==> config.mk <==
export PLATFORM = sky130hd
export DESIGN_NAME = ram_port_arbiter
export DESIGN_NICKNAME = d
export VERILOG_FILES = /design/src/rtl/ram_port_arbiter.sv
export SDC_FILE = /design/constraint.sdc
export NUM_CORES = 1
export LEC_CHECK = 0
export CORE_AREA = 4 4 168 170
export CTS_BUF_LIST = sky130_fd_sc_hd__clkbuf_8
export DETAILED_ROUTE_END_ITERATION = 16
export DIE_AREA = 0 0 172 174
export PLACE_DENSITY_LB_ADDON = 0.25
export SYNTH_ARGS = -nofsm -noshare
export SYNTH_HDL_FRONTEND = slang
export SYNTH_SLANG_ARGS = --single-unit
==> constraint.sdc <==
create_clock -name CLK -period 4.4 [get_ports CLK]
set_input_delay 0.88 -clock CLK [delete_from_list [all_inputs] [get_ports CLK]]
set_output_delay 0.88 -clock CLK [all_outputs]
set_load 0.005 [all_outputs]
==> src/rtl/ram_port_arbiter.sv <==
// ram_port_arbiter: shares one RAM port between per-core instruction and data requesters.
package ram_port_arbiter_pkg;
  typedef enum logic [1:0] {FREE, BUSY, ACCESS, ERROR} ramstate_t;
endpackage

module ram_port_arbiter
  import ram_port_arbiter_pkg::*;
#(
  parameter int CPUS = 2,
  parameter int DBURST = 2,
  parameter int STARVE_MAX = 4,
  localparam int IW = CPUS > 1 ? $clog2(CPUS) : 1
) (
  input  logic                 CLK,
  input  logic                 nRST,
  input  logic [CPUS-1:0]      iREN,
  input  logic [CPUS-1:0][31:0] iaddr,
  output logic [CPUS-1:0]      iwait,
  output logic [CPUS-1:0][31:0] iload,
  input  logic [CPUS-1:0]      dREN,
  input  logic [CPUS-1:0]      dWEN,
  input  logic [CPUS-1:0][31:0] daddr,
  input  logic [CPUS-1:0][31:0] dstore,
  output logic [CPUS-1:0]      dwait,
  output logic [CPUS-1:0][31:0] dload,
  input  ramstate_t            ramstate,
  input  logic [31:0]          ramload,
  output logic                 ramREN,
  output logic                 ramWEN,
  output logic [31:0]          ramaddr,
  output logic [31:0]          ramstore,
  output logic                 gnt_valid,
  output logic                 gnt_data,
  output logic [IW-1:0]        gnt_id
);
  typedef enum logic [1:0] {IDLE, DXFER, IXFER} state_t;
  localparam int BW = DBURST > 1 ? $clog2(DBURST) : 1;
  localparam int SW = $clog2(STARVE_MAX + 1);
  state_t state, next;
  logic [IW-1:0] owner, dptr, iptr, dwin, iwin, nxt_owner;
  logic [BW-1:0] beat;
  logic [SW-1:0] starve;
  logic [CPUS-1:0] dreq;
  logic is_data, is_wr, take_d, take_i, own_req, access, last;
  assign dreq = dREN | dWEN;
  assign take_d = |dreq && !(starve == SW'(STARVE_MAX) && |iREN);
  assign take_i = !take_d && |iREN;
  assign own_req = is_data ? dreq[owner] : iREN[owner];
  assign access = ramstate == ACCESS;
  assign last = beat == BW'(DBURST - 1);
  assign nxt_owner = owner == IW'(CPUS - 1) ? '0 : owner + IW'(1);
  // Scan downward so the requester closest to the pointer is assigned last and wins.
  always_comb begin
    dwin = '0;
    iwin = '0;
    for (int k = CPUS - 1; k >= 0; k--) begin
      if (dreq[(int'(dptr) + k) % CPUS]) dwin = IW'((int'(dptr) + k) % CPUS);
      if (iREN[(int'(iptr) + k) % CPUS]) iwin = IW'((int'(iptr) + k) % CPUS);
    end
  end
  always_ff @(posedge CLK or negedge nRST)
    if (!nRST) state <= IDLE;
    else state <= next;
  always_comb begin
    next = state;
    if (state == IDLE) next = take_d ? DXFER : take_i ? IXFER : IDLE;
    else if (!own_req || (access && (state == IXFER || last))) next = IDLE;
  end
  always_ff @(posedge CLK or negedge nRST)
    if (!nRST) begin
      owner <= '0;
      is_data <= 1'b0;
      is_wr <= 1'b0;
      beat <= '0;
      dptr <= '0;
      iptr <= '0;
      starve <= '0;
    end else if (state == IDLE) begin
      if (take_d || take_i) begin
        owner <= take_d ? dwin : iwin;
        is_data <= take_d;
        is_wr <= take_d && dWEN[dwin];
        beat <= '0;
      end
    end else if (own_req && access) begin
      if (state == IXFER) begin
        iptr <= nxt_owner;
        starve <= '0;
      end else begin
        beat <= beat + BW'(1);
        if (last) begin
          dptr <= nxt_owner;
          starve <= !(|iREN) ? '0 : starve == SW'(STARVE_MAX) ? starve : starve + SW'(1);
        end
      end
    end
  always_comb begin
    ramREN = own_req && (state == IXFER || (state == DXFER && !is_wr));
    ramWEN = own_req && state == DXFER && is_wr;
    ramaddr = state == DXFER ? daddr[owner] : state == IXFER ? iaddr[owner] : '0;
    ramstore = state == DXFER ? dstore[owner] : '0;
    iwait = '1;
    dwait = '1;
    iwait[owner] = !(state == IXFER && own_req && access);
    dwait[owner] = !(state == DXFER && own_req && access);
    gnt_valid = state != IDLE;
    gnt_data = gnt_valid && is_data;
    gnt_id = gnt_valid ? owner : '0;
    iload = {CPUS{ramload}};
    dload = {CPUS{ramload}};
  end
endmodule
* After elaboration in Yosys (flattened, before gate mapping) *
Index checks and enable logic that the tools add are counted.

word-level totals
  register bits after elaboration = 11
  output and inout port bits = 201
  word-level logic and storage cells = 119

operators by class
  add/subtract/negate cells = 5
  $lt $le $gt $ge = 7
  equal/unequal tests = 7
  mux-type cells = 47
  bitwise gates (word level) = 8
  reductions and logical operators = 37

operators with widths
  operator                                                    count
  2-to-1 mux 32 bit                                           9
  2-to-1 mux 1 bit                                            29
  logical AND 1 bit                                           15
  2-to-1 mux 3 bit                                            4
  less-than comparator 1 x 2 -> 1 bit, second input constant  4
  2-to-1 mux 2 bit                                            4
  AND reduction 4 bit                                         2
  nonzero test 2 bit                                          4
  zero test 1 bit                                             6
  less-than comparator 2 x 3 -> 1 bit, second input constant  2
  OR 2 bit                                                    3
  AND reduction 3 bit                                         2
  adder 1 bit, second input constant                          4
  equality test 2 bit, second input constant                  2
  logical OR 1 bit                                            4
  OR reduction 2 bit                                          2
  adder 3 x 1 -> 3 bit, second input constant                 1
  equality test 3 bit, second input constant                  1
  != test 3 x 2 -> 1 bit, second input constant               1
  AND 1 bit, first input constant                             2
  equality test 2 x 1 -> 1 bit, second input constant         1
  zero test 2 bit                                             1
  != test 2 x 1 -> 1 bit, second input constant               1
  != test 2 bit, second input constant                        1
  other kinds (5)                                             6

* Depth between registers and ports, before layout *
Gate-level depths: netlist of run 1.

  word-level depth = 10
  mapped depth = 6
  gate-level depth less buffers = 6

* Worst setup path before layout of run 1 *
No wires, ideal clock.

  kind = input to output
  start point = input dREN[0]
  end point = output dwait[0]
  data arrival time = 1.693 ns
  path slack = 1.827 ns
  cell stages on the path = 3
  cells stage by stage = nor3b_4 > o32a_4 > or4_1

between the ends
  longest elaborated chain between the ends = 8

ends and longest elaborated chain
  what                                                 RTL line  text
  start, declared                                      20        input logic [CPUS-1:0] dREN,
  OR 2 bit                                             45        assign dreq = dREN | dWEN;
  2-to-1 mux 1 bit (not written as such) (2 in a row)  48        assign own_req = is_data ? dreq[owner] : iREN[owner];
  2-to-1 mux 1 bit                                     48
  logical AND 1 bit (2 in a row)                       105       dwait[owner] = !(state == DXFER && own_req && access);
  zero test 1 bit                                      105
  OR 2 bit (no line)                                   --
  end, declared                                        24        output logic [CPUS-1:0] dwait,

No other way between the ends. The select of a mux whose other input is x is not followed.

* Worst setup path in the final report of run 1 *
  start point = input dWEN[0]
  end point = output dwait[0]

between the ends
  longest elaborated chain between the ends = 8

ends and longest elaborated chain
  what                                                 RTL line  text
  start, declared                                      21        input logic [CPUS-1:0] dWEN,
  OR 2 bit                                             45
  2-to-1 mux 1 bit (not written as such) (2 in a row)  48
  2-to-1 mux 1 bit                                     48
  logical AND 1 bit (2 in a row)                       105
  zero test 1 bit                                      105
  OR 2 bit (no line)                                   --

No other way between the ends. The select of a mux whose other input is x is not followed.

==> flow_summary.json, run 1 <==
{
  "core.rowCount": 60,
  "swShare_pct": 43.18,
  "muxShareOfSynthArea_pct": 30.74,
  "ys_types": 40,
  "syn_nets": 635,
  "hp-class": "flop to flop",
  "grt_pass1_wl_um": 22490,
  "cts_buffer_depth": 2,
  "io_buffers": 274,
  "finalCritPeriodShare_pct": 84.04,
  "finalHoldViolations": 0,
  "yosys-top-cells-area": "buf_4 31%, mux2i_1 30%, dfrtp_1 8.8%",
  "chipWidth_um": 172,
  "vias": 3208,
  "start_kind": "input pin",
  "crit_required_ns": 3.52,
  "cp-end-kind": "output pin",
  "r2r_cells": 4,
  "drive_gt1_share_pct": 3.013,
  "crit_top_cell": "clkdlybuf4s50_1",
  "path_class": "input pin to output pin",
  "core-area_sq_mm": 0.02673,
  "yosysMostFrequentCell": "buf_4",
  "cts_setup_buffers": 0,
  "cell_internal_pwr_w": 0.001288,
  "final_antenna_net_count": 0,
  "whs_endpoint": "starve[0]$_DFFE_PN0P_",
  "nets": 768,
  "cp_max_fo": 5,
  "ir_drop_v": 0.0001384,
  "via_per_inst": 3.679,
  "setup_viol": 0,
  "fin_setup_tns_ns": 0,
  "drc": 0,
  "finalCriticalPeriod_ns": 3.698,
  "yosysTopAreaCellShare_pct": 30.70,
  "holdPathStages": 1,
  "status": "complete, no violations",
  "crit_chain": "clkdlybuf4s50_1, nor3b_4, o32a_4, or4_1, clkdlybuf4s50_1",
  "num_antenna_cells": 0,
  "postSynthCellCount": 399,
  "crit_slowest_cell": "clkdlybuf4s50_1",
  "r2r_start": "owner$_DFFE_PN0P_",
  "synth_top_area_cell": "buf_4",
  "ys_seq_elements": 11,
  "slew_headroom_pct": 46.41,
  "comb_power_share_pct": 83.0,
  "track_usage_pct": 9.668,
  "drtIter0Drc": 120,
  "synthFlopType": "dfrtp_1",
  "grt_setup_unrepaired": "no",
  "antenna_found_initial": 0,
  "syn2layout_area_growth_pct": 70.70,
  "grt_max_degree": 40,
  "syn_area_per_cell_sq_um": 7.846,
  "powerDensity_mw_per_mm2": 424.1,
  "fin_worst_skew_ns": 0.0003405,
  "clk_pin_slew_ns": 0.05,
  "area.sequential_sq_um": 279.0,
  "final_util_pct": 20.00,
  "syn_area_sq_mm": 0.003131,
  "fillCellCount": 2989,
  "die-area_sq_mm": 0.02993,
  "cp_slowest_stage_delay_ns": 0.58,
  "gp_congestion": 0.7126,
  "synth_seq_area_share_pct": 8.793,
  "cts_made_buffers": 3,
  "first_pass_iters": 4,
  "async_flop_share_pct": 100.0,
  "rrSetupSlack_ns": 2.37,
  "cts_tree": "yes",
  "routed_wl_um": 16230,
  "p_leak_nw": 1.960,
  "synth-xor-area-share_pct": 0,
  "slew_viol_final": 0,
  "fp.dieH_um": 174,
  "multi_input_area_sq_mm": 0.001763,
  "cts-resized-gates": 0,
  "io_pins": 435,
  "clock_latency_ns": 0.23,
  "synth_compound_area_share_pct": 13.55,
  "synth-edff-count": 0,
  "clkPwrFrac_pct": 4.4,
  "cts-root-buf": "clkbuf_8",
  "max_freq_mhz": 270.4,
  "yosys-top-cells-count": "128 x buf_4, 95 x mux2i_1, 42 x nor2_1",
  "start_util_pct": 11.71,
  "synth-simple-area-share_pct": 11.15,
  "overflow": 0,
  "hp-start": "starve[0]$_DFFE_PN0P_",
  "synthAdderAreaFrac_pct": 0.7994,
  "first_global_vias": 3397,
  "maxCapViolations": 0,
  "tightest_slew_ns": 0.8022,
  "p_seq_share_pct": 12.6,
  "p_switching_w": 0.0009786,
  "clock-sinks": 11,
  "cts-hold-fix-buffers": 0,
  "crit-reg2reg-capture": "iptr$_DFFE_PN0P_",
  "wl_per_cell_um": 18.61,
  "synth_top_family_by_area": "buffers and inverters",
  "yosys_warnings": 0,
  "arrival_ns": 2.82,
  "htree_levels": 1,
  "dp_hpwl_um": 13550
}
==> how the worst max path moves through the flow <==
stage | startpoint | slack [ns] | cells past startpoint | to
3_5_place_dp | dWEN[0] | 0.69 | 5 | dwait[0]
5_1_grt | dWEN[0] | 0.58 | 5 | ramWEN
2_1_floorplan | dREN[0] | 1.83 | 3 | dwait[0]
3_3_place_gp | dWEN[0] | 0.71 | 5 | dwait[0]
4_1_cts | dWEN[0] | 0.69 | 5 | dwait[0]
6_report | dWEN[0] | 0.70 | 5 | dwait[0]
==> flip-flops by register name, summed over array words and instances (netlist names) <==
| signal | count |
|---|---|
| starve | 3 |
| state | 2 |
| beat | 1 |
| dptr | 1 |
| iptr | 1 |
| is_data | 1 |
| is_wr | 1 |
| owner | 1 |
==> routing by layer <==
metal | share of wire (%) | routed length [um] | GRT usage, %
met5 | 0 | 0 | 0
met1 | 40 | 6472 | 11.72
met4 | 0.30 | 49 | 0.6878
met2 | 45 | 7361 | 15.94
met3 | 14 | 2341 | 5.049
==> kinds of logic (layout without fill, tap and decap cells) <==
kind of cell	Yosys count	in the layout
multiplexers	96	96
adder cells (fa/ha/maj)	2	2
flip-flops	11	11
AND/OR/NAND/NOR	73	73
AO/OA/AOI/OAI	58	58
buffers and inverters	159	291
==> layout by cell type, fill, tap and decap left out, types with 2 or more instances in the layout <==
master           Yosys  layout
clkdlybuf4s50_1      0     274
mux2i_1             95      95
nor2_1              42      42
o22ai_1             32      32
dfrtp_1             11      10
inv_1                6       7
nand2_1              7       7
nor2b_1              6       6
buf_4              128       6
a21oi_1              4       4
nand3_1              4       4
nand2b_1             4       3
o21ai_1              3       3
nand4_1              3       3
clkbuf_8             0       3
a22o_1               2       2
o211ai_1             2       2
a31oi_1              2       2
o221ai_1             2       2
ha_1                 2       2
==> stage by stage <==
stage	hold slack [ns]	total power [W]	cells	instance area (sq um)	worst slack, ns
floorplan	0.4691	0.001212	399	3131	1.827
global placement	0.5053	0.002229	868	5299	0.7105
detailed placement	0.5075	0.002212	868	5299	0.6941
CTS	0.5187	0.002332	872	5344	0.6878
global route	0.5405	0.002458	872	5344	0.5846
finish	0.5185	0.002266	872	5344	0.7023
==> layout make-up <==
class	instances	area share, %
timing repair buffer	281	52.54
multi-input combinational	229	32.99
clock inverter	1	0.07024
clock buffer	3	0.7727
sequential	11	5.221
inverter	6	0.4214
tap	341	7.984
==> power groups by stage <==
stage | clock network, W | registers, W | logic (W)
6_report | 0.0000990 | 0.000285 | 0.00188
5_1_grt | 0.000111 | 0.000301 | 0.00205
4_1_cts | 0.000103 | 0.000288 | 0.00194
3_5_place_dp | 0 | 0.000290 | 0.00192
3_3_place_gp | 0 | 0.000292 | 0.00194
2_1_floorplan | 0 | 0.000176 | 0.00104
==> worst max-delay path, delay by kind of cell <==
family | cells | cell delay [ns]
compound gates | 1 | 0.40
buf+inv | 2 | 1.05
simple gates | 2 | 0.49
No activity file was read; power rests on OpenSTA's default activity.
==> inputs of run 2 (changes only) <==
- CORE_AREA: 4 4 168 170 -> 4 4 167 169
- DIE_AREA: 0 0 172 174 -> 0 0 171 173
- clock period: 4.4 -> 3.24 ns (I/O delays scaled with it)
==> flow_summary.json, run 2 (synthesized netlist as in run 1, its figures left out) <==
{
  "core.rowCount": 60,
  "finalCritPeriodShare_pct": 97.82,
  "status": "complete, no violations",
  "dp_hpwl_um": 12980,
  "io_buffers": 274,
  "p_switching_w": 0.001323,
  "wl_per_cell_um": 17.72,
  "cp_top_family": "buffers and inverters",
  "crit_chain": "clkdlybuf4s50_1, nor3b_4, o32a_4, or4_1, clkdlybuf4s50_1",
  "cts-hold-fix-buffers": 0,
  "vias": 3239,
  "final_antenna_net_count": 0,
  "cts_setup_buffers": 0,
  "path_class": "input pin to output pin",
  "hp-start": "starve[0]$_DFFE_PN0P_",
  "nets": 781,
  "grt_util_met1_pct": 12.24,
  "maxCapViolations": 0,
  "grt_pass1_wl_um": 21980,
  "fin_worst_skew_ns": 0.001904,
  "start_util_pct": 11.78,
  "comb_power_share_pct": 85.7,
  "start_kind": "input pin",
  "num_antenna_cells": 0,
  "cell_internal_pwr_w": 0.001799,
  "final_cell_mix": "274 x clkdlybuf4s50_1, 95 x mux2i_1, 42 x nor2_1, 32 x o22ai_1, 18 x buf_4",
  "grt-busiest-layer": "met2",
  "clkPwrFrac_pct": 4.5,
  "grt_max_degree": 39,
  "final_util_pct": 20.52,
  "arrival_ns": 2.52,
  "cts_tree": "yes",
  "clock-sinks": 11,
  "p_leak_nw": 2.028,
  "gp_congestion": 0.7246,
  "crit_slowest_cell": "clkdlybuf4s50_1",
  "grt_util_met3_pct": 3.681,
  "largest_reg_flops": 3,
  "first_pass_iters": 4,
  "layout.cells.most_common": "clkdlybuf4s50_1",
  "clock_latency_ns": 0.24,
  "die-area_sq_mm": 0.02958,
  "cts_buffer_depth": 2,
  "crit_top_cell": "clkdlybuf4s50_1",
  "slew_headroom_pct": 61.79,
  "clk_pin_slew_ns": 0.06,
  "overflow": 0,
  "cts-root-buf": "clkbuf_8",
  "whs_endpoint": "starve[0]$_DFFE_PN0P_",
  "fillCellCount": 2988,
  "drc": 0,
  "crit-reg2reg-capture": "starve[2]$_DFFE_PN0P_",
  "max_freq_mhz": 315.5,
  "fp.dieH_um": 173,
  "routed_wl_um": 15680,
  "finalCriticalPeriod_ns": 3.169,
  "chipWidth_um": 171,
  "r2r_start": "state[0]$_DFFE_PN0P_",
  "drive_gt1_share_pct": 5.331,
  "cp_slowest_stage_delay_ns": 0.53,
  "setup_viol": 0,
  "first_global_vias": 3426,
  "holdPathStages": 1,
  "crit_buf_inv": 2,
  "rrSetupSlack_ns": 1.44,
  "powerDensity_mw_per_mm2": 572.3,
  "ir_drop_v": 0.0002719,
  "cp_max_fo": 5,
  "track_usage_pct": 9.478,
  "fin_setup_tns_ns": 0,
  "hp-class": "flop to flop",
  "drtIter0Drc": 121,
  "swShare_pct": 42.38,
  "htree_levels": 1,
  "cp-end-kind": "output pin",
  "cts_made_buffers": 3,
  "io_pins": 435,
  "finalHoldViolations": 0,
  "met2_usage_pct": 15.69,
  "grt_setup_unrepaired": "no",
  "slew_viol_final": 0,
  "syn2layout_area_growth_pct": 74.22,
  "crit_required_ns": 2.59,
  "cts-resized-gates": 0,
  "antenna_found_initial": 0,
  "p_seq_share_pct": 9.8,
  "via_per_inst": 3.660,
  "core-area_sq_mm": 0.02658,
  "top_register": "starve",
  "r2r_cells": 5,
  "top_regs": "starve: 3 flops, state: 2 flops",
  "tightest_slew_ns": 0.5719
}
==> run 2: cell count changes in the layout (fill, tap and decap cells not counted) <==
| cell | previous run | this run |
|---|---|---|
| buf_12 | 1 | 2 |
| buf_4 | 6 | 18 |
==> run 2: power groups by stage <==
stage | registers [W] | logic (W) | clock network, W
6_report | 0.000307 | 0.00267 | 0.000140
3_5_place_dp | 0.000312 | 0.00271 | 0
5_1_grt | 0.000322 | 0.00289 | 0.000151
2_1_floorplan | 0.000239 | 0.00141 | 0
3_3_place_gp | 0.000314 | 0.00274 | 0
4_1_cts | 0.000310 | 0.00274 | 0.000141
==> run 2: worst max path at each step <==
stage	start	to	slack [ns]	depth (start not counted)
2_1_floorplan	dREN[0]	dwait[0]	1.13	3
3_3_place_gp	dWEN[0]	dwait[0]	0.08	5
3_5_place_dp	dWEN[0]	dwait[0]	0.07	5
4_1_cts	dWEN[0]	dwait[0]	0.06	5
5_1_grt	dWEN[0]	dwait[0]	0.01	5
6_report	dWEN[0]	dwait[0]	0.07	5
==> run 2: per-stage QoR <==
step / cell area [sq um] / hold WS, ns / instances / total power, W / setup slack (ns)
finish: 5454 / 0.5154 / 885 / 0.003121 / 0.07076
global route: 5454 / 0.5226 / 885 / 0.003363 / 0.01119
CTS: 5454 / 0.5080 / 885 / 0.003188 / 0.06429
detailed placement: 5409 / 0.4977 / 881 / 0.003026 / 0.07165
global placement: 5409 / 0.5016 / 881 / 0.003051 / 0.08062
floorplan: 3131 / 0.3524 / 399 / 0.001646 / 1.131
==> run 2: worst register-to-register path: stages, from the launching register on <==
cell and delay [ns]:
dfrtp_1 0.51, nor2b_1 0.52, buf_4 0.25, o211ai_1 0.13
nor2_1 0.16, a31oi_1 0.11
==> run 2: layer usage <==
metal	vias to the layer above	share of wire [%]
li1	1569	-
met3	7	11
met4	0	0.21
met1	1442	44
met5	-	0
met2	221	45
==> run 2: cell type report <==
cell class,count,area (sq um),share of cell area (%)
repair buffers,294,2918,53.50
multi-input cells,229,1763,32.32
well taps,341,426.7,7.823
flip-flops and latches,11,279.0,5.116
clock buffers,3,41.29,0.7571
inverters,6,22.52,0.4129
clock inverters,1,3.754,0.06882
